<file path="config.mk">
export PLATFORM = sky130hd
export DESIGN_NAME = boot_loader
export DESIGN_NICKNAME = d
export VERILOG_FILES = /design/src/rtl/boot_loader_pkg.sv /design/src/rtl/byte_assembler.sv /design/src/rtl/boot_loader.sv
export SDC_FILE = /design/constraint.sdc
export NUM_CORES = 1
export LEC_CHECK = 0
export ABC_AREA = 0
export CAP_MARGIN = 30
export CORE_AREA = 3 3 80 139
export DETAILED_ROUTE_END_ITERATION = 8
export DIE_AREA = 0 0 83 142
export PLACE_DENSITY_LB_ADDON = 0.15
export SETUP_SLACK_MARGIN = 0.4
export SLEW_MARGIN = 20
export SYNTH_ARGS = -nofsm -noshare
export SYNTH_HDL_FRONTEND = slang
export SYNTH_SLANG_ARGS = --single-unit
export TNS_END_PERCENT = 1
</file>
<file path="constraint.sdc">
create_clock -name clk -period 3.7 [get_ports clk]
set_input_delay 0.37 -clock clk [delete_from_list [all_inputs] [get_ports clk]]
set_output_delay 0.37 -clock clk [all_outputs]
set_load 0.005 [all_outputs]
</file>
<file path="src/rtl/boot_loader_pkg.sv">
// Shared types and constants for the boot loader: FSM state encoding,
// bytes per memory word and the width of the image length header.
package boot_loader_pkg;

  typedef enum logic [2:0] {
    ST_IDLE  = 3'd0,
    ST_LEN   = 3'd1,
    ST_DATA  = 3'd2,
    ST_WRITE = 3'd3,
    ST_DONE  = 3'd4,
    ST_ERROR = 3'd5
  } state_e;

  localparam int unsigned BYTES_PER_WORD = 4;
  localparam int unsigned LEN_WIDTH      = 16;

endpackage

</file>
<file path="src/rtl/byte_assembler.sv">
// Little-endian byte-to-word assembler. Keeps the three most recent bytes
// plus a 2-bit byte counter; word_out presents the word formed with the
// byte being shifted in this cycle, so the caller can capture a complete
// word on the same edge that accepts its last byte.
module byte_assembler
  import boot_loader_pkg::*;
(
  input  logic        clk,
  input  logic        reset,
  input  logic        clear,
  input  logic        shift_en,
  input  logic [7:0]  byte_in,
  output logic [31:0] word_out,
  output logic        word_full
);

  logic [23:0] word_q, word_d;
  logic [1:0]  cnt_q, cnt_d;

  // Next-state for shift register and byte counter; clear wins over shift.
  always_comb begin
    word_d = word_q;
    cnt_d  = cnt_q;
    if (clear) begin
      word_d = 24'd0;
      cnt_d  = 2'd0;
    end else if (shift_en) begin
      word_d = {byte_in, word_q[23:8]};
      cnt_d  = cnt_q + 2'd1;
    end else begin
      word_d = word_q;
      cnt_d  = cnt_q;
    end
  end

  // State registers with synchronous reset.
  always_ff @(posedge clk) begin
    if (reset) begin
      word_q <= 24'd0;
      cnt_q  <= 2'd0;
    end else begin
      word_q <= word_d;
      cnt_q  <= cnt_d;
    end
  end

  assign word_out  = {byte_in, word_q};
  assign word_full = shift_en && !clear && (cnt_q == 2'(BYTES_PER_WORD - 1));

endmodule

</file>
<file path="src/rtl/boot_loader.sv">
// Streams a length-prefixed image from a byte interface into data memory,
// holding the CPU in reset until the whole image has been written.
module boot_loader
  import boot_loader_pkg::*;
#(
  parameter logic [31:0] BASE_ADDR = 32'h0000_0000,
  parameter int unsigned MAX_WORDS = 64
) (
  input  logic        clk,
  input  logic        reset,
  input  logic        start,
  input  logic        byte_valid,
  input  logic [7:0]  byte_data,
  output logic        byte_ready,
  output logic        Ext_MemWrite,
  output logic [31:0] Ext_WriteData,
  output logic [31:0] Ext_DataAdr,
  output logic        cpu_reset,
  output logic        busy,
  output logic        done,
  output logic        err
);

  state_e                 state_q, state_d;
  logic                   len_hi_q, len_hi_d;
  logic [LEN_WIDTH-1:0]   n_q, n_d;
  logic [LEN_WIDTH-1:0]   k_q, k_d;
  logic [31:0]            wdata_q, wdata_d;
  logic [31:0]            adr_q, adr_d;
  logic                   byte_ready_q, byte_ready_d;
  logic                   mem_write_q, mem_write_d;
  logic                   busy_q, busy_d;
  logic                   done_q, done_d;
  logic                   err_q, err_d;
  logic                   cpu_reset_q, cpu_reset_d;

  logic                   accept_s;
  logic                   asm_clear_s;
  logic                   asm_shift_s;
  logic [31:0]            asm_word_s;
  logic                   asm_full_s;
  logic [LEN_WIDTH-1:0]   n_new_s;

  assign accept_s = byte_valid && byte_ready_q;
  // Second header byte is the high half; first one sits just below it.
  assign n_new_s  = asm_word_s[31:16];

  byte_assembler u_asm (
    .clk       (clk),
    .reset     (reset),
    .clear     (asm_clear_s),
    .shift_en  (asm_shift_s),
    .byte_in   (byte_data),
    .word_out  (asm_word_s),
    .word_full (asm_full_s)
  );

  // FSM next state, counters, write capture and assembler control.
  always_comb begin
    state_d     = state_q;
    len_hi_d    = len_hi_q;
    n_d         = n_q;
    k_d         = k_q;
    wdata_d     = wdata_q;
    adr_d       = adr_q;
    asm_clear_s = 1'b0;
    asm_shift_s = 1'b0;
    case (state_q)
      ST_IDLE, ST_DONE, ST_ERROR: begin
        if (start) begin
          state_d     = ST_LEN;
          len_hi_d    = 1'b0;
          k_d         = 16'd0;
          asm_clear_s = 1'b1;
        end else begin
          state_d = state_q;
        end
      end
      ST_LEN: begin
        if (accept_s) begin
          asm_shift_s = 1'b1;
          if (!len_hi_q) begin
            len_hi_d = 1'b1;
          end else begin
            n_d         = n_new_s;
            asm_clear_s = 1'b1;
            if (n_new_s == 16'd0) begin
              state_d = ST_DONE;
            end else if ({16'd0, n_new_s} > 32'(MAX_WORDS)) begin
              state_d = ST_ERROR;
            end else begin
              state_d = ST_DATA;
            end
          end
        end else begin
          state_d = ST_LEN;
        end
      end
      ST_DATA: begin
        if (accept_s) begin
          asm_shift_s = 1'b1;
          if (asm_full_s) begin
            state_d = ST_WRITE;
            wdata_d = asm_word_s;
            adr_d   = BASE_ADDR + {14'd0, k_q, 2'b00};
          end else begin
            state_d = ST_DATA;
          end
        end else begin
          state_d = ST_DATA;
        end
      end
      ST_WRITE: begin
        if (({1'b0, k_q} + 17'd1) < {1'b0, n_q}) begin
          k_d     = k_q + 16'd1;
          state_d = ST_DATA;
        end else begin
          state_d = ST_DONE;
        end
      end
      default: begin
        state_d = ST_IDLE;
      end
    endcase
  end

  // Output values decoded from the next state so they register with it.
  always_comb begin
    byte_ready_d = (state_d == ST_LEN) || (state_d == ST_DATA);
    mem_write_d  = (state_d == ST_WRITE);
    busy_d       = (state_d == ST_LEN) || (state_d == ST_DATA) || (state_d == ST_WRITE);
    done_d       = (state_d == ST_DONE);
    err_d        = (state_d == ST_ERROR);
    cpu_reset_d  = (state_d != ST_DONE);
  end

  // All state and output registers; reset overrides everything else.
  always_ff @(posedge clk) begin
    if (reset) begin
      state_q      <= ST_IDLE;
      len_hi_q     <= 1'b0;
      n_q          <= 16'd0;
      k_q          <= 16'd0;
      wdata_q      <= 32'd0;
      adr_q        <= 32'd0;
      byte_ready_q <= 1'b0;
      mem_write_q  <= 1'b0;
      busy_q       <= 1'b0;
      done_q       <= 1'b0;
      err_q        <= 1'b0;
      cpu_reset_q  <= 1'b1;
    end else begin
      state_q      <= state_d;
      len_hi_q     <= len_hi_d;
      n_q          <= n_d;
      k_q          <= k_d;
      wdata_q      <= wdata_d;
      adr_q        <= adr_d;
      byte_ready_q <= byte_ready_d;
      mem_write_q  <= mem_write_d;
      busy_q       <= busy_d;
      done_q       <= done_d;
      err_q        <= err_d;
      cpu_reset_q  <= cpu_reset_d;
    end
  end

  assign byte_ready    = byte_ready_q;
  assign Ext_MemWrite  = mem_write_q;
  assign Ext_WriteData = wdata_q;
  assign Ext_DataAdr   = adr_q;
  assign busy          = busy_q;
  assign done          = done_q;
  assign err           = err_q;
  assign cpu_reset     = cpu_reset_q;

endmodule

</file>
==> PnR_summary.wiki, run 1 <==
{| class="wikitable"
! Metric !! Value
|-
| Run status || complete, no violations
|-
| Area contributors post-synth || sky130_fd_sc_hd__dfxtp_1, sky130_fd_sc_hd__nand2_1, sky130_fd_sc_hd__a21oi_1
|-
| Max-cap check violation count || 0
|-
| Slew at the pin closest to its max-slew limit || 0.950 ns
|-
| Internal power || approximately 0.0024 W
|-
| Unique cell type count in the Yosys netlist || 51
|-
| Vias || 4307
|-
| Clock input transition at the sequential cells of the worst setup and hold paths || 0.05 ns
|-
| Vertical die dimension || 142 um
|-
| Max Freq || around 310 MHz
|-
| Placed Area || ~5800 um^2
|-
| H-tree lvl count || 4
|-
| Most frequently used flop master after synthesis || sky130_fd_sc_hd__dfxtp_1
|-
| Net Sw Power || 0.000644 W
|-
| Share of cell area taken by muxes after synthesis || 0.0317
|-
| Hold Crit Class || register to register
|-
| Fraction of layout instances using a drive strength above 1 || 0.118
|-
| Remaining antenna violation count after routing || 0
|-
| Buffer depth of the longest clock path || 2
|-
| Ratio of final minimum period to clock period || 0.866
|-
| CTS sink cnt || 116
|-
| Count of yosys warnings during synthesis || 0
|-
| Required @ worst endpoint || about 4.0 ns
|-
| Final setup violation count || 0
|-
| Residual DRC count || 0
|-
| TritonCTS clock tree || built
|-
| Slew HR || 0.367
|-
| First-pass GRT wire length || 20400 um
|-
| Nets || 709
|-
| Area share of xor/xnor cells in the synthesized design || 0.0226
|-
| Crit. End Element || register
|-
| Share of synthesized cell area in full adder, half adder and majority cells || 0.0421
|-
| Multi-input combinational cell area || between 2000 and 3000 um^2
|-
| Final wirelength || 12500 um
|-
| Power per unit of standard cell area || roughly 470 nW/um^2
|-
| Synthesized flop and latch total || 116
|-
| Total of hold buffers inserted after clock tree synthesis || 0
|-
| Final weighted congestion in routability-driven placement || between 0.8 and 0.9
|-
| Max rail drop VDD || 0.399 mV
|-
| Most common cell in the synthesized netlist || sky130_fd_sc_hd__nand2_1
|-
| Post-route clock skew || around 0.006 ns
|-
| Share of the yosys chip area belonging to registers || 0.460
|-
| Antenna violations before repair || 0
|-
| CORE AREA || 10200 um^2
|-
| CP Class || register to register
|-
| Average instance area after synthesis || 8.21 um^2
|-
| CP Data Arrival Time || 3.50 ns
|-
| Synthesized-area fraction occupied by ao, oa, aoi and oai cells || 0.124
|-
| X dimension of the die || 83 um
|-
| Type of origin of the critical path || register
|-
| Post-synth EDFFs || 0
|-
| Logic gate share of total power || 0.027
|-
| Antenna diode instance count || 0
|-
| Via count of the first global-routing pass || between 4k and 5k
|-
| Max Transition Viols Final || 0
|-
| Register share of total power || 0.408
|-
| Number of failing hold endpoints at the final stage || 0
|-
| First-pass detailed-route iteration total || 5
|-
| Minimum period implied by the final worst setup slack || around 3.2 ns
|-
| Row count || 49
|-
| Maximum number of pins on one net before global-route repair || 93
|-
| Latest clock arrival within the worst-skew pair || 0.41 ns
|-
| IO Pins || 82
|-
| Unrepaired setup endpoints after global routing || yes
|-
| Number of buffers added by the clock tree synthesis step || 17
|-
| Max Fanout on Critical Path || 8
|-
| Most numerous cell types in the synthesized netlist || sky130_fd_sc_hd__nand2_1, sky130_fd_sc_hd__dfxtp_1, sky130_fd_sc_hd__a21oi_1
|-
| Number of cells produced by synthesis || 615
|-
| Proportion of power drawn by the clock network || 0.565
|-
| Switching fraction of total power || 0.208
|-
| Synthesized-area fraction occupied by and/or/nand/nor cells || 0.253
|-
| Source of the worst hold timing path || u_asm.word_q[0]
|-
| Routed length per instance || about 15 um
|-
| Via density per instance || about 5.3
|-
| FF/Latch Area || 2330 um^2
|-
| Area of the mapped netlist || about 5000 um^2
|-
| Filler instances || roughly 890
|-
| Gr ovfl total || 0
|-
| Clock root buffer || sky130_fd_sc_hd__clkbuf_16
|-
| HPWL Detailed || 8830 um
|-
| Initial Util || 0.496
|-
| Initial drt markers || 159
|-
| Post-synthesis cell type with the largest combined area || sky130_fd_sc_hd__dfxtp_1
|-
| Count of buffers inserted at the top-level ports || 65
|-
| Number of non-filler instances in the completed layout || around 800
|-
| Critical Path Source || k_q[5]
|-
| Die outline area || 11800 um^2
|-
| Cell count after placement || 784
|-
| Reg-to-reg startpoint || k_q[5]
|-
| Total Power || slightly above 0.003 W
|-
| Fraction of registers with async set or reset after synthesis || 0
|-
| Synth-to-layout area growth || 29.1%
|-
| Total Routing Usage GR || 0.216
|-
| Fraction of synthesized cell area taken by the top area cell type || 0.460
|-
| Static leakage || 2.41 nW
|-
| Post-layout instance area || around 6500 um^2
|-
| Largest family of logic cells by synthesized area || simple AND/OR/NAND/NOR gates
|}
-- cell usage in the layout (no fill, tap or decap), types with 3 or more instances in the layout --
| cell | Yosys | routed |
|---|---|---|
| sky130_fd_sc_hd__nand2_1 | 167 | 167 |
| sky130_fd_sc_hd__nand3b_1 | 15 | 15 |
| sky130_fd_sc_hd__buf_4 | 16 | 16 |
| sky130_fd_sc_hd__ha_1 | 17 | 16 |
| sky130_fd_sc_hd__a21o_1 | 3 | 3 |
| sky130_fd_sc_hd__and4_4 | 1 | 3 |
| sky130_fd_sc_hd__o21ai_0 | 4 | 4 |
| sky130_fd_sc_hd__bufinv_16 | 0 | 4 |
| sky130_fd_sc_hd__nand4_1 | 3 | 3 |
| sky130_fd_sc_hd__or2_2 | 4 | 4 |
| sky130_fd_sc_hd__clkbuf_16 | 0 | 17 |
| sky130_fd_sc_hd__nor2_1 | 24 | 24 |
| sky130_fd_sc_hd__mux2i_1 | 16 | 16 |
| sky130_fd_sc_hd__nor3_1 | 5 | 4 |
| sky130_fd_sc_hd__xnor2_1 | 11 | 10 |
| sky130_fd_sc_hd__inv_1 | 16 | 16 |
| sky130_fd_sc_hd__clkinvlp_4 | 0 | 4 |
| sky130_fd_sc_hd__dfxtp_2 | 0 | 7 |
| sky130_fd_sc_hd__dfxtp_1 | 116 | 109 |
| sky130_fd_sc_hd__nor2b_1 | 8 | 8 |
| sky130_fd_sc_hd__nor4_1 | 3 | 3 |
| sky130_fd_sc_hd__clkdlybuf4s50_1 | 0 | 64 |
| sky130_fd_sc_hd__a21oi_1 | 96 | 96 |
| sky130_fd_sc_hd__conb_1 | 1 | 16 |
| sky130_fd_sc_hd__nand3_1 | 11 | 10 |
-- through the flow --
step	hold WS, ns	worst slack, ns	TNS (ns)	utilization
detailed placement	0.445	-0.0398	-0.238	0.565
CTS	0.453	0.409	0	0.633
finish	0.453	0.496	0	0.640
floorplan	0.432	0.703	0	-
global route	0.466	0.357	0	0.640
global placement	0.441	0.0496	0	0.565
-- flip-flops by register name, summed over array words and instances (netlist names), 2 cells and up --
name,flops
n_q,16
Ext_DataAdr,16
Ext_WriteData,32
state_q,3
u_asm.word_q,24
k_q,16
u_asm.cnt_q,2
-- power by group through the flow --
stage / clock (W) / combinational (W) / sequential [W]
finish: 0.00174 / 0.0000838 / 0.00126
global route: 0.00183 / 0.0000907 / 0.00126
CTS: 0.00177 / 0.0000829 / 0.00126
detailed placement: 0 / 0.0000821 / 0.00129
global placement: 0 / 0.0000819 / 0.00129
floorplan: 0 / 0.0000650 / 0.00128
-- repair_timing --
action | 4_1_cts | 5_1_grt
resized for setup | 8 | 18
setup endpoints to repair | 22 | 22
pin swaps | 3 | 9
setup buffers | 2 | 2
-- path summary, 6_finish.rpt --
path                           end  slack [ns]  depth (start not counted)
hold / removal    Ext_WriteData[0]        0.45                          2
setup reg to reg            k_q[0]        0.50                         12
hold reg to reg   Ext_WriteData[0]        0.45                          2
setup / recovery            k_q[0]        0.50                         12
-- cell families (layout without fill, tap and decap cells) --
family | count (synthesis) | after routing
other cells | 1 | 16
buf+inv | 68 | 131
flops | 116 | 116
xor+xnor | 13 | 13
compound gates | 115 | 115
simple gates | 269 | 269
mux | 16 | 16
fa+ha+maj | 17 | 17
-- critical path, stage by stage (launching register included) --
cell	delay (ns)
sky130_fd_sc_hd__dfxtp_2	0.39
sky130_fd_sc_hd__and4_4	0.24
sky130_fd_sc_hd__nor3b_2	0.18
sky130_fd_sc_hd__buf_4	0.16
sky130_fd_sc_hd__nand4_1	0.13
sky130_fd_sc_hd__xnor2_2	0.19
sky130_fd_sc_hd__ha_1	0.30
sky130_fd_sc_hd__nand3_1	0.11
sky130_fd_sc_hd__or3_4	0.37
sky130_fd_sc_hd__a211oi_4	0.28
sky130_fd_sc_hd__nor4_4	0.10
sky130_fd_sc_hd__or4b_1	0.53
sky130_fd_sc_hd__o31ai_2	0.10
-- routing by layer --
| metal | routed length [um] | track usage | share of wire | vias to the layer above |
|---|---|---|---|---|
| met5 | 0 | 0 | 0 | - |
| met4 | 423 | 0.132 | 0.034 | 0 |
| met3 | 349 | 0.0394 | 0.028 | 28 |
| met2 | 6860 | 0.401 | 0.55 | 98 |
| met1 | 4830 | 0.223 | 0.39 | 2022 |
| li1 | - | - | - | 2159 |
-- layout make-up --
class                      instances  share of cell area
multi-input combinational        446               0.390
sequential                       116               0.358
timing repair buffer              83               0.121
clock buffer                      20              0.0701
clock inverter                    12              0.0273
tap                              127              0.0244
inverter                          16             0.00922
No activity file was read; power rests on OpenSTA's default activity.
==> run 2, diff against run 1 <==
- CORE_AREA: 3 3 80 139 -> 2 2 79 138
- DIE_AREA: 0 0 83 142 -> 0 0 81 140
- MAX_ROUTING_LAYER: default -> met4
==> PnR_summary.wiki, run 2 (synthesized netlist as in run 1, its figures left out) <==
{| class="wikitable"
! Metric !! Value
|-
| Run status || complete, no violations
|-
| Met3 layer usage reported by global route || 0.0606
|-
| Number of non-filler instances in the completed layout || around 830
|-
| Max Freq || 305 MHz
|-
| Total of hold buffers inserted after clock tree synthesis || 0
|-
| Max Fanout on Critical Path || 6
|-
| Synth-to-layout area growth || 32.0%
|-
| X dimension of the die || ~80 um
|-
| Fraction of layout instances using a drive strength above 1 || 0.141
|-
| Count of buffers inserted at the top-level ports || 65
|-
| Initial Util || 0.496
|-
| CORE AREA || 10200 um^2
|-
| Antenna violations before repair || 0
|-
| First-pass GRT wire length || 20900 um
|-
| Clock input transition at the sequential cells of the worst setup and hold paths || 0.05 ns
|-
| Cell count after placement || roughly 790
|-
| Type of origin of the critical path || register
|-
| Total Routing Usage GR || 0.247
|-
| Post-route clock skew || ~0.0087 ns
|-
| TritonCTS clock tree || built
|-
| GR met1 Demand/Resource || 0.245
|-
| Unrepaired setup endpoints after global routing || yes
|-
| Clock root buffer || sky130_fd_sc_hd__clkbuf_16
|-
| Number of buffers added by the clock tree synthesis step || 17
|-
| Final critical-path setup slack || roughly 0.42 ns
|-
| Minimum period implied by the final worst setup slack || 3.28 ns
|-
| Number of cells on the worst reg-to-reg path || 13
|-
| M2 GR Usage || 0.441
|-
| Buffer depth of the longest clock path || 2
|-
| Static leakage || ~2.5 nW
|-
| Crit. End Element || register
|-
| Most Used Layer, Global Route || met2
|-
| Via count of the first global-routing pass || 4354
|-
| Hold Crit Class || register to register
|-
| H-tree lvl count || 4
|-
| Latest clock arrival within the worst-skew pair || 0.41 ns
|-
| Total Power || 0.00314 W
|-
| Pre-CTS setup slack || -0.0301 ns
|-
| Via density per instance || 5.30
|-
| Power per unit of standard cell area || 472 nW/um^2
|-
| Remaining antenna violation count after routing || 0
|-
| Antenna diode instance count || 0
|-
| Final setup violation count || 0
|-
| Die outline area || approximately 11000 um^2
|-
| Row count || about 50
|-
| IO Pins || 82
|-
| Routed length per instance || 15.7 um
|-
| Leading cell types in the layout, fill and taps excluded || sky130_fd_sc_hd__nand2_1, sky130_fd_sc_hd__dfxtp_1, sky130_fd_sc_hd__a21oi_1, sky130_fd_sc_hd__clkdlybuf4s50_1, sky130_fd_sc_hd__nor2_1
|-
| Maximum number of pins on one net before global-route repair || 63
|-
| Residual DRC count || 0
|-
| CP Class || register to register
|-
| HPWL Detailed || 8690 um
|-
| Ratio of final minimum period to clock period || 0.886
|-
| Max Transition Viols Final || 0
|-
| Max rail drop VDD || 0.441 mV
|-
| CP Data Arrival Time || ~3.6 ns
|-
| Nets || 717
|-
| CTS sink cnt || 116
|-
| First-pass detailed-route iteration total || 4
|-
| Minimum hold slack || 0.452 ns
|-
| Max-cap check violation count || 0
|-
| Worst Hold Path Cells || 2
|-
| Filler instances || 873
|-
| Final weighted congestion in routability-driven placement || about 0.86
|-
| Required @ worst endpoint || 4.01 ns
|-
| Setup_tns || 0 ns
|-
| Number of failing hold endpoints at the final stage || 0
|-
| Slew at the pin closest to its max-slew limit || ~0.89 ns
|-
| Most common cell after layout, fill and taps aside || sky130_fd_sc_hd__nand2_1
|-
| Gr ovfl total || 0
|-
| Vias || around 4.4k
|-
| Final wirelength || 13000 um
|-
| Slew HR || 0.404
|-
| Initial drt markers || 140
|-
| Flip-flop count of the largest register, all copies and words added || 32
|-
| Vertical die dimension || about 140 um
|}
run 2: worst paths after layout:
kind                   startpoint              end  slack, ns
setup reg to reg           k_q[0]           k_q[0]       0.42
hold reg to reg   Ext_DataAdr[12]  Ext_DataAdr[12]       0.45
hold / removal    Ext_DataAdr[12]  Ext_DataAdr[12]       0.45
setup / recovery           k_q[0]           k_q[0]       0.42
run 2: per-layer routing:
metal	share of wire	up-vias
met1	0.36	2079
li1	-	2183
met2	0.57	99
met3	0.035	31
met5	0	-
met4	0.028	0
run 2: critical path: stages, from the launching register on:
cell	delay, ns
sky130_fd_sc_hd__dfxtp_2	0.35
sky130_fd_sc_hd__buf_6	0.14
sky130_fd_sc_hd__nand2_1	0.10
sky130_fd_sc_hd__nor3b_2	0.22
sky130_fd_sc_hd__buf_4	0.17
sky130_fd_sc_hd__nand4_1	0.13
sky130_fd_sc_hd__xnor2_1	0.19
sky130_fd_sc_hd__ha_1	0.34
sky130_fd_sc_hd__nand3_2	0.11
sky130_fd_sc_hd__or3_4	0.38
sky130_fd_sc_hd__a211oi_4	0.30
sky130_fd_sc_hd__nor4_4	0.12
sky130_fd_sc_hd__or4b_4	0.54
sky130_fd_sc_hd__o31ai_4	0.08
run 2: layout make-up:
cell class                 instances  area, um^2  area share
multi-input combinational        446        2600       0.390
inverter                          16        60.1     0.00901
timing repair buffer              91         853       0.128
clock buffer                      17         425      0.0638
sequential                       116        2340       0.351
tap                              127         159      0.0238
clock inverter                    15         228      0.0342
run 2: through the flow:
step	cell area (um^2)	util
floorplan	5100	-
detailed placement	5770	0.567
finish	6670	0.655
global placement	5770	0.567
CTS	6520	0.641
global route	6670	0.655
run 2: power breakdown:
group	switching [W]	leakage (nW)	internal, W	total, W
Clock	0.000603	0.314	0.00120	0.00180
Sequential	0.00000593	0.940	0.00125	0.00126
Combinational	0.0000563	1.24	0.0000277	0.0000841
run 2: timing repair:
action | 4_1_cts | 5_1_grt
gates resized for setup | 16 | 29
gates cloned | 3 | 0
setup buffers | 3 | 4
endpoints found under the setup margin | 22 | 22
pin swaps | 3 | 10
==> run 3, diff against run 2 <==
- CTS_CLUSTER_DIAMETER: default -> 40
==> results of run 3 <==
Final layout, timing and power as in run 2 (identical DEF).
